## config.mk

```make
export PLATFORM = sky130hd
export DESIGN_NAME = spi_slave
export DESIGN_NICKNAME = d
export VERILOG_FILES = /design/src/rtl/spi_slave.sv
export SDC_FILE = /design/constraint.sdc
export NUM_CORES = 1
export LEC_CHECK = 0
export ABC_AREA = 1
export ABC_CLOCK_PERIOD_IN_PS = 2350
export BUFFER_PORTS_ARGS = -buffer_cell sky130_fd_sc_hd__buf_4
export CAP_MARGIN = 20
export CORE_MARGIN = 8
export CORE_UTILIZATION = 30
export DETAILED_ROUTE_END_ITERATION = 10
export GPL_TIMING_DRIVEN = 0
export HOLD_SLACK_MARGIN = 0.1
export PLACE_DENSITY = 0.47
export SLEW_MARGIN = 25
export SYNTH_ARGS = -nofsm -noshare
export SYNTH_HDL_FRONTEND = slang
export SYNTH_SLANG_ARGS = --single-unit
export TNS_END_PERCENT = 50
```

## constraint.sdc

```tcl
create_clock -name clk -period 2.35 [get_ports clk]
set_clock_uncertainty 0.15 [all_clocks]
set_input_delay 0.47 -clock clk [delete_from_list [all_inputs] [get_ports clk]]
set_output_delay 0.47 -clock clk [all_outputs]
set_load 0.03 [all_outputs]
```

## src/rtl/spi_slave.sv

```systemverilog
// SPI slave, LSB first: one IDLE setup edge, DATA_WIDTH shift edges, one DONE edge per frame.
// A single-entry transmit buffer feeds tx_shift at each frame start.
module spi_slave #(
  parameter int DATA_WIDTH = 8
) (
  input  logic                  clk,
  input  logic                  reset,
  input  logic                  CS,
  input  logic                  MOSI_in,
  output logic                  MISO_out,
  input  logic [DATA_WIDTH-1:0] tx_data,
  input  logic                  tx_load,
  output logic                  tx_ready,
  output logic [DATA_WIDTH-1:0] rx_data,
  output logic                  rx_valid,
  output logic                  frame_err,
  output logic [3:0]            bit_count
);

  typedef enum logic [1:0] {IDLE, SHIFT, DONE} state_t;

  localparam logic [3:0] LAST = 4'(DATA_WIDTH - 1);

  state_t                state_q, state_d;
  logic [DATA_WIDTH-1:0] rx_shift_q, rx_shift_d;
  logic [DATA_WIDTH-1:0] tx_shift_q, tx_shift_d;
  logic [DATA_WIDTH-1:0] tx_buf_q, tx_buf_d;
  logic                  buf_full_q, buf_full_d;
  logic [DATA_WIDTH-1:0] rx_data_q, rx_data_d;
  logic                  rx_valid_q, rx_valid_d;
  logic                  frame_err_q, frame_err_d;
  logic [3:0]            bit_cnt_q, bit_cnt_d;
  logic                  miso_q, miso_d;

  always_ff @(posedge clk or posedge reset) begin
    if (reset) begin
      state_q     <= IDLE;
      rx_shift_q  <= '0;
      tx_shift_q  <= '0;
      tx_buf_q    <= '0;
      buf_full_q  <= 1'b0;
      rx_data_q   <= '0;
      rx_valid_q  <= 1'b0;
      frame_err_q <= 1'b0;
      bit_cnt_q   <= '0;
      miso_q      <= 1'b0;
    end else begin
      state_q     <= state_d;
      rx_shift_q  <= rx_shift_d;
      tx_shift_q  <= tx_shift_d;
      tx_buf_q    <= tx_buf_d;
      buf_full_q  <= buf_full_d;
      rx_data_q   <= rx_data_d;
      rx_valid_q  <= rx_valid_d;
      frame_err_q <= frame_err_d;
      bit_cnt_q   <= bit_cnt_d;
      miso_q      <= miso_d;
    end
  end

  always_comb begin
    state_d     = state_q;
    rx_shift_d  = rx_shift_q;
    tx_shift_d  = tx_shift_q;
    tx_buf_d    = tx_buf_q;
    buf_full_d  = buf_full_q;
    rx_data_d   = rx_data_q;
    rx_valid_d  = 1'b0;
    frame_err_d = 1'b0;
    bit_cnt_d   = bit_cnt_q;

    case (state_q)
      IDLE: begin
        bit_cnt_d = '0;
        if (!CS) begin
          state_d    = SHIFT;
          tx_shift_d = buf_full_q ? tx_buf_q : '0;
          buf_full_d = 1'b0;
        end
      end
      SHIFT: begin
        if (CS) begin
          state_d     = IDLE;
          frame_err_d = 1'b1;
          bit_cnt_d   = '0;
        end else begin
          rx_shift_d = {MOSI_in, rx_shift_q[DATA_WIDTH-1:1]};
          tx_shift_d = tx_shift_q >> 1;
          bit_cnt_d  = bit_cnt_q + 4'd1;
          if (bit_cnt_q == LAST) begin
            rx_data_d  = rx_shift_d;
            rx_valid_d = 1'b1;
            state_d    = DONE;
          end
        end
      end
      DONE: begin
        state_d   = IDLE;
        bit_cnt_d = '0;
      end
      default: state_d = IDLE;
    endcase

    // Load is judged on the buffer state before this edge, so a load that
    // coincides with a start only lands when the buffer was already empty.
    if (tx_load && !buf_full_q) begin
      tx_buf_d   = tx_data;
      buf_full_d = 1'b1;
    end

    miso_d = (state_d == SHIFT) ? tx_shift_d[0] : 1'b0;
  end

  assign MISO_out  = miso_q;
  assign tx_ready  = ~buf_full_q;
  assign rx_data   = rx_data_q;
  assign rx_valid  = rx_valid_q;
  assign frame_err = frame_err_q;
  assign bit_count = bit_cnt_q;

endmodule

```

# Word level (Yosys, flattened, before mapping)
# Index checks and enable logic that the tools add are counted.
[totals]
register_bits = 42
output_inout_bits = 16
wordCells = 51
[classes]
add_sub_neg = 1
eq_ne = 7
mux = 19
bitwise = 2
n_reduce_logical = 11
[ops]
columns = ["cell", "count"]
rows = [
  ["$mux 8", 3],
  ["$pmux 8 s2", 1],
  ["$mux 1", 9],
  ["$pmux 4 s2", 1],
  ["$mux 2", 3],
  ["$reduce_and 3->1", 2],
  ["$reduce_bool 2->1", 3],
  ["$add 4x1->4 const B", 1],
  ["$eq 2x1->1 const B", 2],
  ["$eq 4x3->1 const B", 1],
  ["$mux 4", 1],
  ["$ne 2x2->1 const B", 2],
  ["$pmux 2 s2", 1],
  ["$reduce_and 2->1", 2],
  ["$eq 2x2->1 const B", 1],
  ["$logic_not 2->1", 1],
  ["$ne 2x1->1 const B", 1],
  ["$not 1->1", 2],
  ["$reduce_or 2->1", 1],
  ["$logic_and 1x1->1", 1],
  ["$logic_not 1->1", 1],
]

# Longest topological paths before layout
# Gate-level depths: netlist (run 1).
[depth]
depth_word = 6
mapped_depth = 7
ltp_nobuf = 7

# Worst setup path before layout (run 1)
# Ideal clock, no wire load.
[synth_timing]
kind = "reg-to-reg"
start = "register bit_cnt_q[0] (netlist: bit_count[0])"
end = "register rx_data_q[5] (netlist: rx_data[5])"
setup_time_ns = 0.118
arrival_time_ns = 1.321
required_time_ns = 2.082
slack_ns = 0.762
stages_incl_launch_ff = 8
n_path_buf = 1
period_less_slack_ns = 1.588
path_cell_list = "dfrtp_1 -> ha_1 -> nand2_1 -> nor2_2 -> nand2_4 -> buf_6 -> nand2_2 -> o21ai_2"
[synth_between]
elab_chain_len = 2
[synth_lines]
columns = ["element", "line_no", "source"]
rows = [
  ["from (decl)", "32", "logic [3:0] bit_cnt_q, bit_cnt_d;"],
  ["from (signal assigned)", "56", "bit_cnt_q <= bit_cnt_d;"],
  ["$eq 4x3->1", "90", "if (bit_cnt_q == LAST) begin"],
  ["$reduce_and 3->1 (no line)", "-", ""],
  ["to (signal assigned)", "53", "rx_data_q <= rx_data_d;"],
  ["to (decl)", "29", "logic [DATA_WIDTH-1:0] rx_data_q, rx_data_d;"],
]
# Every way passes these cells.
# A chain may end at the register's enable or synchronous reset.

# Final worst setup path (run 1)
[layout_timing]
start = "register buf_full_q"
end = "output port tx_ready"
[layout_between]
elab_chain_len = 1
[layout_lines]
columns = ["element", "line_no", "source"]
rows = [
  ["from (decl)", "28", "logic buf_full_q, buf_full_d;"],
  ["from (signal assigned)", "52", "buf_full_q <= buf_full_d;"],
  ["$not 1->1", "115", "assign tx_ready = ~buf_full_q;"],
  ["to (decl)", "13", "output logic tx_ready,"],
]
# Every way passes these cells.

==> impl_metrics.prom, run 1 <==
# TYPE chip_impl_metric gauge
chip_impl_metric{name="drt_drc_violations_left",unit=""} 0
chip_impl_metric{name="final-setup-viol-count",unit=""} 0
chip_impl_metric{name="finalHoldViolations",unit=""} 0
chip_impl_metric{name="critical_path.n_buffers_inverters",unit=""} 3
chip_impl_metric{name="hold_path_depth",unit=""} 3
chip_impl_metric{name="layout.filler_cells",unit=""} 577
chip_impl_metric{name="sequentialPowerShare",unit=""} 0.564
chip_impl_metric{name="drt_pass1_iterations",unit=""} 4
chip_impl_info{name="main_flop_type_after_synthesis",value="sky130_fd_sc_hd__dfrtp_1"} 1
chip_impl_info{name="clk_root_buffer_cell",value="sky130_fd_sc_hd__clkbuf_8"} 1
chip_impl_metric{name="floorplan.die_area",unit="um2"} 8300
chip_impl_metric{name="dr_total_vias",unit=""} 1244
chip_impl_info{name="worst_r2r_endpoint",value="rx_data[0]$_DFFE_PP0P_"} 1
chip_impl_metric{name="total_leakage_power",unit="nW"} 1.13
chip_impl_info{name="timing.rr.start",value="bit_count[0]$_DFFE_PP0P_"} 1
chip_impl_metric{name="die_width",unit="um"} 91.1
chip_impl_metric{name="cts_inserted_buffers",unit=""} 5
chip_impl_metric{name="finish.net_count",unit=""} 233
chip_impl_metric{name="layout_setup_ws",unit="ns"} 0.566
chip_impl_metric{name="worst-path-max-fanout",unit=""} 10
chip_impl_metric{name="clock_power_share",unit=""} 0.284
chip_impl_info{name="cts_tree",value="done"} 1
chip_impl_metric{name="cts_sinks",unit=""} 41
chip_impl_metric{name="achievable-frequency",unit="MHz"} 560
chip_impl_metric{name="top_level_ports",unit=""} 29
chip_impl_metric{name="number_of_pins_exceeding_their_max_slew_limit_in_the_final_report",unit=""} 0
chip_impl_metric{name="port_buffers",unit=""} 27
chip_impl_metric{name="postCtsSetupRepairBufs",unit=""} 0
chip_impl_metric{name="clock_latency",unit="ns"} 0.28
chip_impl_metric{name="timing.max_cap.violations",unit=""} 0
chip_impl_metric{name="finalWirelength",unit="um"} 3330
chip_impl_metric{name="critPathMaxStageDelay",unit="ns"} 0.41
chip_impl_metric{name="synth.ff_latch_count",unit=""} 41
chip_impl_metric{name="post_cts_resize_count",unit=""} 0
chip_impl_metric{name="net-switching-power",unit="W"} 0.000438
chip_impl_info{name="critical_path.startpoint_type",value="register"} 1
chip_impl_metric{name="ir_drop",unit="V"} 0.000279
chip_impl_metric{name="floorplan.initialDensity",unit=""} 0.309
chip_impl_metric{name="synthesis.instances",unit=""} 183
chip_impl_metric{name="power.share.switching",unit=""} 0.282
chip_impl_metric{name="post_route_clock_period_utilization",unit=""} 0.759
chip_impl_metric{name="comb_power_share",unit=""} 0.152
chip_impl_metric{name="clock_period_minus_final_worst_setup_slack",unit="ns"} 1.78
chip_impl_metric{name="synth_area",unit="um2"} 1690
chip_impl_metric{name="netlist-cell-type-count",unit=""} 19
chip_impl_info{name="synth_most_common_cell",value="sky130_fd_sc_hd__nand2_1"} 1
chip_impl_metric{name="avgRoutedWirePerCell",unit="um"} 11.4
chip_impl_metric{name="gp_routability_congestion",unit=""} 0.740
chip_impl_info{name="cell_chain_critical_path",value="inv_1 > buf_2 > buf_4"} 1
chip_impl_metric{name="worst-endpoint-arrival",unit="ns"} 1.16
chip_impl_metric{name="track_usage",unit=""} 0.0889
chip_impl_info{name="status",value="completed"} 1
chip_impl_metric{name="mappedNetlistNets",unit=""} 197
chip_impl_metric{name="tightestPinTransition",unit="ns"} 0.494
chip_impl_metric{name="maxSlewHeadroom",unit=""} 0.670
chip_impl_metric{name="detailedRoute.firstIterationViolations",unit=""} 32
chip_impl_metric{name="post_synth.cell_area_avg",unit="um2"} 9.24
chip_impl_metric{name="sequential_area_share_after_synthesis",unit=""} 0.607
chip_impl_info{name="hold_path_end",value="tx_buf_q[7]$_DFFE_PP0P_"} 1
chip_impl_info{name="grt_setup_unrepaired",value="false"} 1
chip_impl_metric{name="synth.yosys.warnings",unit=""} 0
chip_impl_info{name="holdCritStartpoint",value="tx_data[7]"} 1
chip_impl_metric{name="slack_of_the_worst_reg_to_reg_path",unit="ns"} 0.84
chip_impl_metric{name="route.detailed.vias_per_inst",unit=""} 4.26
chip_impl_metric{name="p_per_area",unit="nW/um2"} 737
chip_impl_metric{name="final.setup.tns",unit="ns"} 0
chip_impl_metric{name="ctsLongestPathBuffers",unit=""} 2
chip_impl_info{name="synthTopCellsByArea",value="sky130_fd_sc_hd__dfrtp_1 61%, sky130_fd_sc_hd__nand2_1 15%, sky130_fd_sc_hd__nand3_1 5.3%"} 1
chip_impl_info{name="worst_hold_path_type",value="input port to register"} 1
chip_impl_metric{name="cp_data_required_time",unit="ns"} 1.73
chip_impl_metric{name="grt_first_pass_wirelength",unit="um"} 6090
chip_impl_metric{name="first_global_vias",unit=""} 1364
chip_impl_metric{name="ff2ff_path_depth",unit=""} 7
chip_impl_metric{name="antenna_cells_inserted",unit=""} 0
chip_impl_metric{name="signed_area_change_from_the_synthesized_netlist_to_the_final_layout",unit="%"} 24.4
chip_impl_info{name="slowest_stage_cell_on_the_critical_path",value="sky130_fd_sc_hd__dfrtp_1"} 1
chip_impl_metric{name="layout-drive-gt1-share",unit=""} 0.245
chip_impl_metric{name="die_h",unit="um"} 91.1
chip_impl_metric{name="path_clk_slew",unit="ns"} 0.08
chip_impl_metric{name="post-synth-top-area-fraction",unit=""} 0.607
chip_impl_info{name="start_to_end_type_of_the_worst_setup_path",value="register to output port"} 1
chip_impl_metric{name="post-dp-hpwl",unit="um"} 2450
chip_impl_metric{name="cell_internal_pwr",unit="W"} 0.00111
chip_impl_metric{name="antenna_found_initial",unit=""} 0
chip_impl_info{name="yosys.area.top_type",value="sky130_fd_sc_hd__dfrtp_1"} 1
chip_impl_info{name="synth_top_cells_by_count",value="69 x sky130_fd_sc_hd__nand2_1, 41 x sky130_fd_sc_hd__dfrtp_1, 19 x sky130_fd_sc_hd__inv_1"} 1
chip_impl_metric{name="core-area",unit="um2"} 5470
chip_impl_metric{name="drt.antenna.violating_nets",unit=""} 0
chip_impl_metric{name="synth-edff-count",unit=""} 0
chip_impl_metric{name="overflow",unit=""} 0
chip_impl_info{name="cp_top_family",value="buffers and inverters"} 1
chip_impl_info{name="worst_setup_path_end_kind",value="output port"} 1
chip_impl_metric{name="synthArstFlopShare",unit=""} 1.00
chip_impl_metric{name="maximum_number_of_pins_on_one_net_before_global_route_repair",unit=""} 22
chip_impl_metric{name="cts_max_level",unit=""} 2
chip_impl_metric{name="rows",unit=""} 27
chip_impl_metric{name="pre_cts_ws",unit="ns"} 0.767
[metrics by stage]
step	instance area, um2	util	instances	total power [W]	hold WS [ns]
4_1_cts	2100	0.385	292	0.00158	0.250
3_3_place_gp	1980	0.363	282	0.00112	0.306
2_1_floorplan	1690	-	183	0.00104	0.292
3_5_place_dp	2010	0.368	283	0.00113	0.311
6_report	2100	0.385	292	0.00155	0.259
5_1_grt	2100	0.385	292	0.00166	0.257
[sequential cells by signal, summed over array words and instances (netlist names)]
| signal | flops |
|---|---|
| buf_full_q | 1 |
| bit_count | 4 |
| tx_buf_q | 8 |
| rx_valid | 1 |
| MISO_out | 1 |
| rx_shift_q | 7 |
| state_q | 2 |
| rx_data | 8 |
| tx_shift_q | 8 |
| frame_err | 1 |
[worst reg2reg max path: stages (launching register included)]
cell                      delay, ns
sky130_fd_sc_hd__dfrtp_1       0.41
sky130_fd_sc_hd__ha_1          0.20
sky130_fd_sc_hd__nand2_1       0.07
sky130_fd_sc_hd__nor2_2        0.17
sky130_fd_sc_hd__nand2_4       0.12
sky130_fd_sc_hd__buf_6         0.17
sky130_fd_sc_hd__nand2_1       0.06
sky130_fd_sc_hd__nand2_1       0.05
[placed cells by master (no fill, tap or decap), types with 3 or more instances in the layout]
cell,instances
sky130_fd_sc_hd__buf_4,27
sky130_fd_sc_hd__inv_1,18
sky130_fd_sc_hd__o21ai_0,9
sky130_fd_sc_hd__nor2_1,3
sky130_fd_sc_hd__clkbuf_8,5
sky130_fd_sc_hd__o21ai_2,7
sky130_fd_sc_hd__nand2_1,69
sky130_fd_sc_hd__dfrtp_1,41
sky130_fd_sc_hd__nand2_2,3
sky130_fd_sc_hd__nand3_1,18
[worst max-delay path by stage]
stage,start,endpoint,slack (ns),cells past startpoint
after floorplan,bit_count[0]$_DFFE_PP0P_,rx_data[5]$_DFFE_PP0P_,0.76,7
after global placement,reset,tx_buf_q[7]$_DFFE_PP0P_,0.12,2
after detailed placement,CS,tx_shift_q[1]$_DFFE_PP0P_,0.77,6
after CTS,buf_full_q$_DFFE_PP0P_,tx_ready,0.53,3
after global routing,buf_full_q$_DFFE_PP0P_,tx_ready,0.47,3
final,buf_full_q$_DFFE_PP0P_,tx_ready,0.57,3
[area by class of cell]
cell class,instances,area [um2],area share
multi-input cells,118,558,0.265
repair buffers,29,240,0.114
plain buffers,5,36.3,0.0172
well taps,72,90.1,0.0428
inverters,19,71.3,0.0339
clock inverters,2,10.0,0.00476
flip-flops and latches,41,1030,0.488
clock buffers,6,72.6,0.0345
[what timing repair did]
item / CTS / global route
hold endpoints to repair: 20 / 0
hold buffers: 1 / 0
endpoints found under the setup margin: 0 / 0
[power groups by stage]
stage          clock network [W]  logic (W)  registers (W)
2_1_floorplan                  0   0.000162       0.000883
3_3_place_gp                   0   0.000235       0.000885
3_5_place_dp                   0   0.000242       0.000889
4_1_cts                 0.000462   0.000245       0.000876
5_1_grt                 0.000490   0.000280       0.000890
6_report                0.000440   0.000236       0.000875
[per-layer routing]
| metal | vias up | share of wire | global-route usage |
|---|---|---|---|
| li1 | 639 | - | - |
| met1 | 575 | 0.47 | 0.104 |
| met2 | 24 | 0.46 | 0.144 |
| met3 | 6 | 0.051 | 0.0346 |
| met4 | 0 | 0.016 | 0.0327 |
| met5 | - | 0 | 0 |
[cell families (layout without fill, tap and decap cells)]
family / count (synthesis) / in the layout / share of synthesized area
AND/OR/NAND/NOR: 98 / 98 / 0.249
flip-flops: 41 / 41 / 0.607
buffers and inverters: 24 / 61 / 0.0636
AO/OA/AOI/OAI: 18 / 18 / 0.0688
adder cells (fa/ha/maj): 1 / 1 / 0.00740
XOR/XNOR: 1 / 1 / 0.00518
No activity file was read; power rests on OpenSTA's default activity.
==> run 2: changes to the inputs <==
- ABC_CLOCK_PERIOD_IN_PS: 2350 -> 1600
- PLACE_DENSITY: 0.47 -> 0.49
- clock period: 2.35 -> 1.6 ns (I/O delays scaled with it)
==> run 2 against run 1 <==
- wire length hardly changed
- core utilization increased by 0.14 points
- critical endpoint unchanged
- die area unchanged
- global-route usage is 0.41 points lower
- critical path depth stayed put
==> impl_metrics.prom, run 2 (synthesis gave the netlist of run 1 again) <==
# TYPE chip_impl_metric gauge
chip_impl_info{name="grt_setup_unrepaired",value="false"} 1
chip_impl_metric{name="power.total",unit="W"} 0.00230
chip_impl_metric{name="drt.antenna.violating_nets",unit=""} 0
chip_impl_info{name="critical_path.startpoint_type",value="register"} 1
chip_impl_metric{name="clock_period_minus_final_worst_setup_slack",unit="ns"} 1.52
chip_impl_info{name="status",value="completed"} 1
chip_impl_metric{name="route.detailed.vias_per_inst",unit=""} 4.19
chip_impl_metric{name="gp_routability_congestion",unit=""} 0.709
chip_impl_metric{name="cts_max_level",unit=""} 2
chip_impl_metric{name="die_width",unit="um"} 91.1
chip_impl_metric{name="worst-endpoint-arrival",unit="ns"} 1.05
chip_impl_metric{name="p_per_area",unit="nW/um2"} 1090
chip_impl_metric{name="antenna_found_initial",unit=""} 0
chip_impl_info{name="slowest_stage_cell_on_the_critical_path",value="sky130_fd_sc_hd__dfrtp_1"} 1
chip_impl_info{name="layout_commonest_cell",value="sky130_fd_sc_hd__nand2_1"} 1
chip_impl_metric{name="hold-worst-slack",unit="ns"} 0.105
chip_impl_info{name="critical_path.most_common_cell",value="sky130_fd_sc_hd__buf_6"} 1
chip_impl_metric{name="signed_area_change_from_the_synthesized_netlist_to_the_final_layout",unit="%"} 24.9
chip_impl_metric{name="track_usage",unit=""} 0.0848
chip_impl_metric{name="first_global_vias",unit=""} 1303
chip_impl_metric{name="finalHoldViolations",unit=""} 0
chip_impl_metric{name="maxSlewHeadroom",unit=""} 0.764
chip_impl_metric{name="utilization",unit=""} 0.386
chip_impl_metric{name="maximum_number_of_pins_on_one_net_before_global_route_repair",unit=""} 28
chip_impl_metric{name="ir_drop",unit="V"} 0.000460
chip_impl_metric{name="number_of_pins_exceeding_their_max_slew_limit_in_the_final_report",unit=""} 0
chip_impl_metric{name="cts_sinks",unit=""} 41
chip_impl_metric{name="total_leakage_power",unit="nW"} 1.13
chip_impl_metric{name="clock_latency",unit="ns"} 0.29
chip_impl_metric{name="rows",unit=""} 27
chip_impl_metric{name="critical_path.n_buffers_inverters",unit=""} 3
chip_impl_metric{name="post_route_clock_period_utilization",unit=""} 0.953
chip_impl_metric{name="worst-path-max-fanout",unit=""} 10
chip_impl_metric{name="floorplan.initialDensity",unit=""} 0.309
chip_impl_metric{name="tightestPinTransition",unit="ns"} 0.354
chip_impl_info{name="cts_tree",value="done"} 1
chip_impl_metric{name="path_clk_slew",unit="ns"} 0.08
chip_impl_metric{name="post-dp-hpwl",unit="um"} 2400
chip_impl_metric{name="antenna_cells_inserted",unit=""} 0
chip_impl_metric{name="achievable-frequency",unit="MHz"} 656
chip_impl_metric{name="avgRoutedWirePerCell",unit="um"} 11.4
chip_impl_metric{name="final-setup-viol-count",unit=""} 0
chip_impl_info{name="worst_setup_path_end_kind",value="output port"} 1
chip_impl_metric{name="top_level_ports",unit=""} 29
chip_impl_info{name="cp_top_family",value="flip-flops"} 1
chip_impl_metric{name="cts_inserted_buffers",unit=""} 5
chip_impl_metric{name="critPathMaxStageDelay",unit="ns"} 0.42
chip_impl_metric{name="timing.max_cap.violations",unit=""} 0
chip_impl_info{name="worst_hold_path_type",value="input port to register"} 1
chip_impl_metric{name="cp_data_required_time",unit="ns"} 1.13
chip_impl_metric{name="grt_first_pass_wirelength",unit="um"} 5840
chip_impl_info{name="start_to_end_type_of_the_worst_setup_path",value="register to output port"} 1
chip_impl_metric{name="drt_pass1_iterations",unit=""} 4
chip_impl_info{name="clk_root_buffer_cell",value="sky130_fd_sc_hd__clkbuf_8"} 1
chip_impl_metric{name="finish.net_count",unit=""} 233
chip_impl_metric{name="finalWirelength",unit="um"} 3320
chip_impl_metric{name="detailedRoute.firstIterationViolations",unit=""} 67
chip_impl_metric{name="die_h",unit="um"} 91.1
chip_impl_metric{name="floorplan.die_area",unit="um2"} 8300
chip_impl_metric{name="layout_setup_ws",unit="ns"} 0.0760
chip_impl_info{name="layout_common_cells",value="69 x sky130_fd_sc_hd__nand2_1, 41 x sky130_fd_sc_hd__dfrtp_1, 26 x sky130_fd_sc_hd__buf_4"} 1
chip_impl_metric{name="ctsLongestPathBuffers",unit=""} 2
chip_impl_metric{name="layout-drive-gt1-share",unit=""} 0.250
chip_impl_metric{name="pre_cts_ws",unit="ns"} 0.0980
chip_impl_metric{name="postCtsSetupRepairBufs",unit=""} 0
chip_impl_metric{name="dr_total_vias",unit=""} 1223
chip_impl_metric{name="overflow",unit=""} 0
chip_impl_metric{name="port_buffers",unit=""} 27
chip_impl_metric{name="drt_drc_violations_left",unit=""} 0
chip_impl_metric{name="core-area",unit="um2"} 5470
chip_impl_info{name="cell_chain_critical_path",value="inv_2 > buf_6 > buf_6"} 1
run 2: cell counts in the layout (fill, tap and decap cells not counted):
No cell type changed its count.
run 2: per-stage QoR:
stage | TNS (ns) | std cells | cell area, um2
finish | 0 | 292 | 2110
CTS | 0 | 292 | 2100
detailed placement | 0 | 283 | 2000
global route | 0 | 292 | 2110
floorplan | 0 | 183 | 1690
global placement | -18.71 | 282 | 1980
run 2: layer usage:
metal,GRT usage,vias up,part of all wire
li1,-,641,-
met1,0.106,559,0.50
met2,0.130,21,0.45
met3,0.0329,2,0.049
met4,0.0286,0,0.0063
met5,0,-,0
run 2: report_power, final:
part | internal [W] | switching [W] | leakage [nW]
Clock | 0.000302 | 0.000346 | 0.0450
Sequential | 0.00120 | 0.0000872 | 0.539
Combinational | 0.000146 | 0.000218 | 0.542
Total | 0.00165 | 0.000651 | 1.13
run 2: area by class of cell:
class,instances,area [um2]
well taps,72,90.1
repair buffers,29,236
flip-flops and latches,41,1030
plain buffers,5,42.5
multi-input cells,118,563
clock inverters,2,10.0
inverters,19,71.3
fillers,600,3360
clock buffers,6,72.6
run 2: timing repair:
| action | 4_1_cts | 5_1_grt |
|---|---|---|
| pin swaps | 0 | 0 |
| resized for setup | 2 | 3 |
| endpoints found under the setup margin | 1 | 3 |
| endpoints found under the hold margin | 14 | 0 |
| hold buffers | 1 | 0 |
run 2: worst paths after layout:
| path | end | cells after the start | start | slack (ns) |
|---|---|---|---|---|
| setup / recovery | tx_ready | 3 | buf_full_q$_DFFE_PP0P_ | 0.08 |
| hold / removal | rx_shift_q[7]$_DFFE_PP0P_ | 3 | MOSI_in | 0.10 |
| setup reg to reg | rx_data[5]$_DFFE_PP0P_ | 7 | bit_count[0]$_DFFE_PP0P_ | 0.12 |
| hold reg to reg | rx_data[0]$_DFFE_PP0P_ | 2 | rx_shift_q[1]$_DFFE_PP0P_ | 0.32 |
| max in group asynchronous | tx_buf_q[5]$_DFFE_PP0P_ | 4 | reset | 0.44 |
| min in group asynchronous | rx_data[2]$_DFFE_PP0P_ | 3 | reset | 0.40 |
run 2: worst min-delay path: cells and delay by family:
family	cells	cell delay, ns
buf+inv	1	0.09
compound gates	1	0.06
simple gates	1	0.04
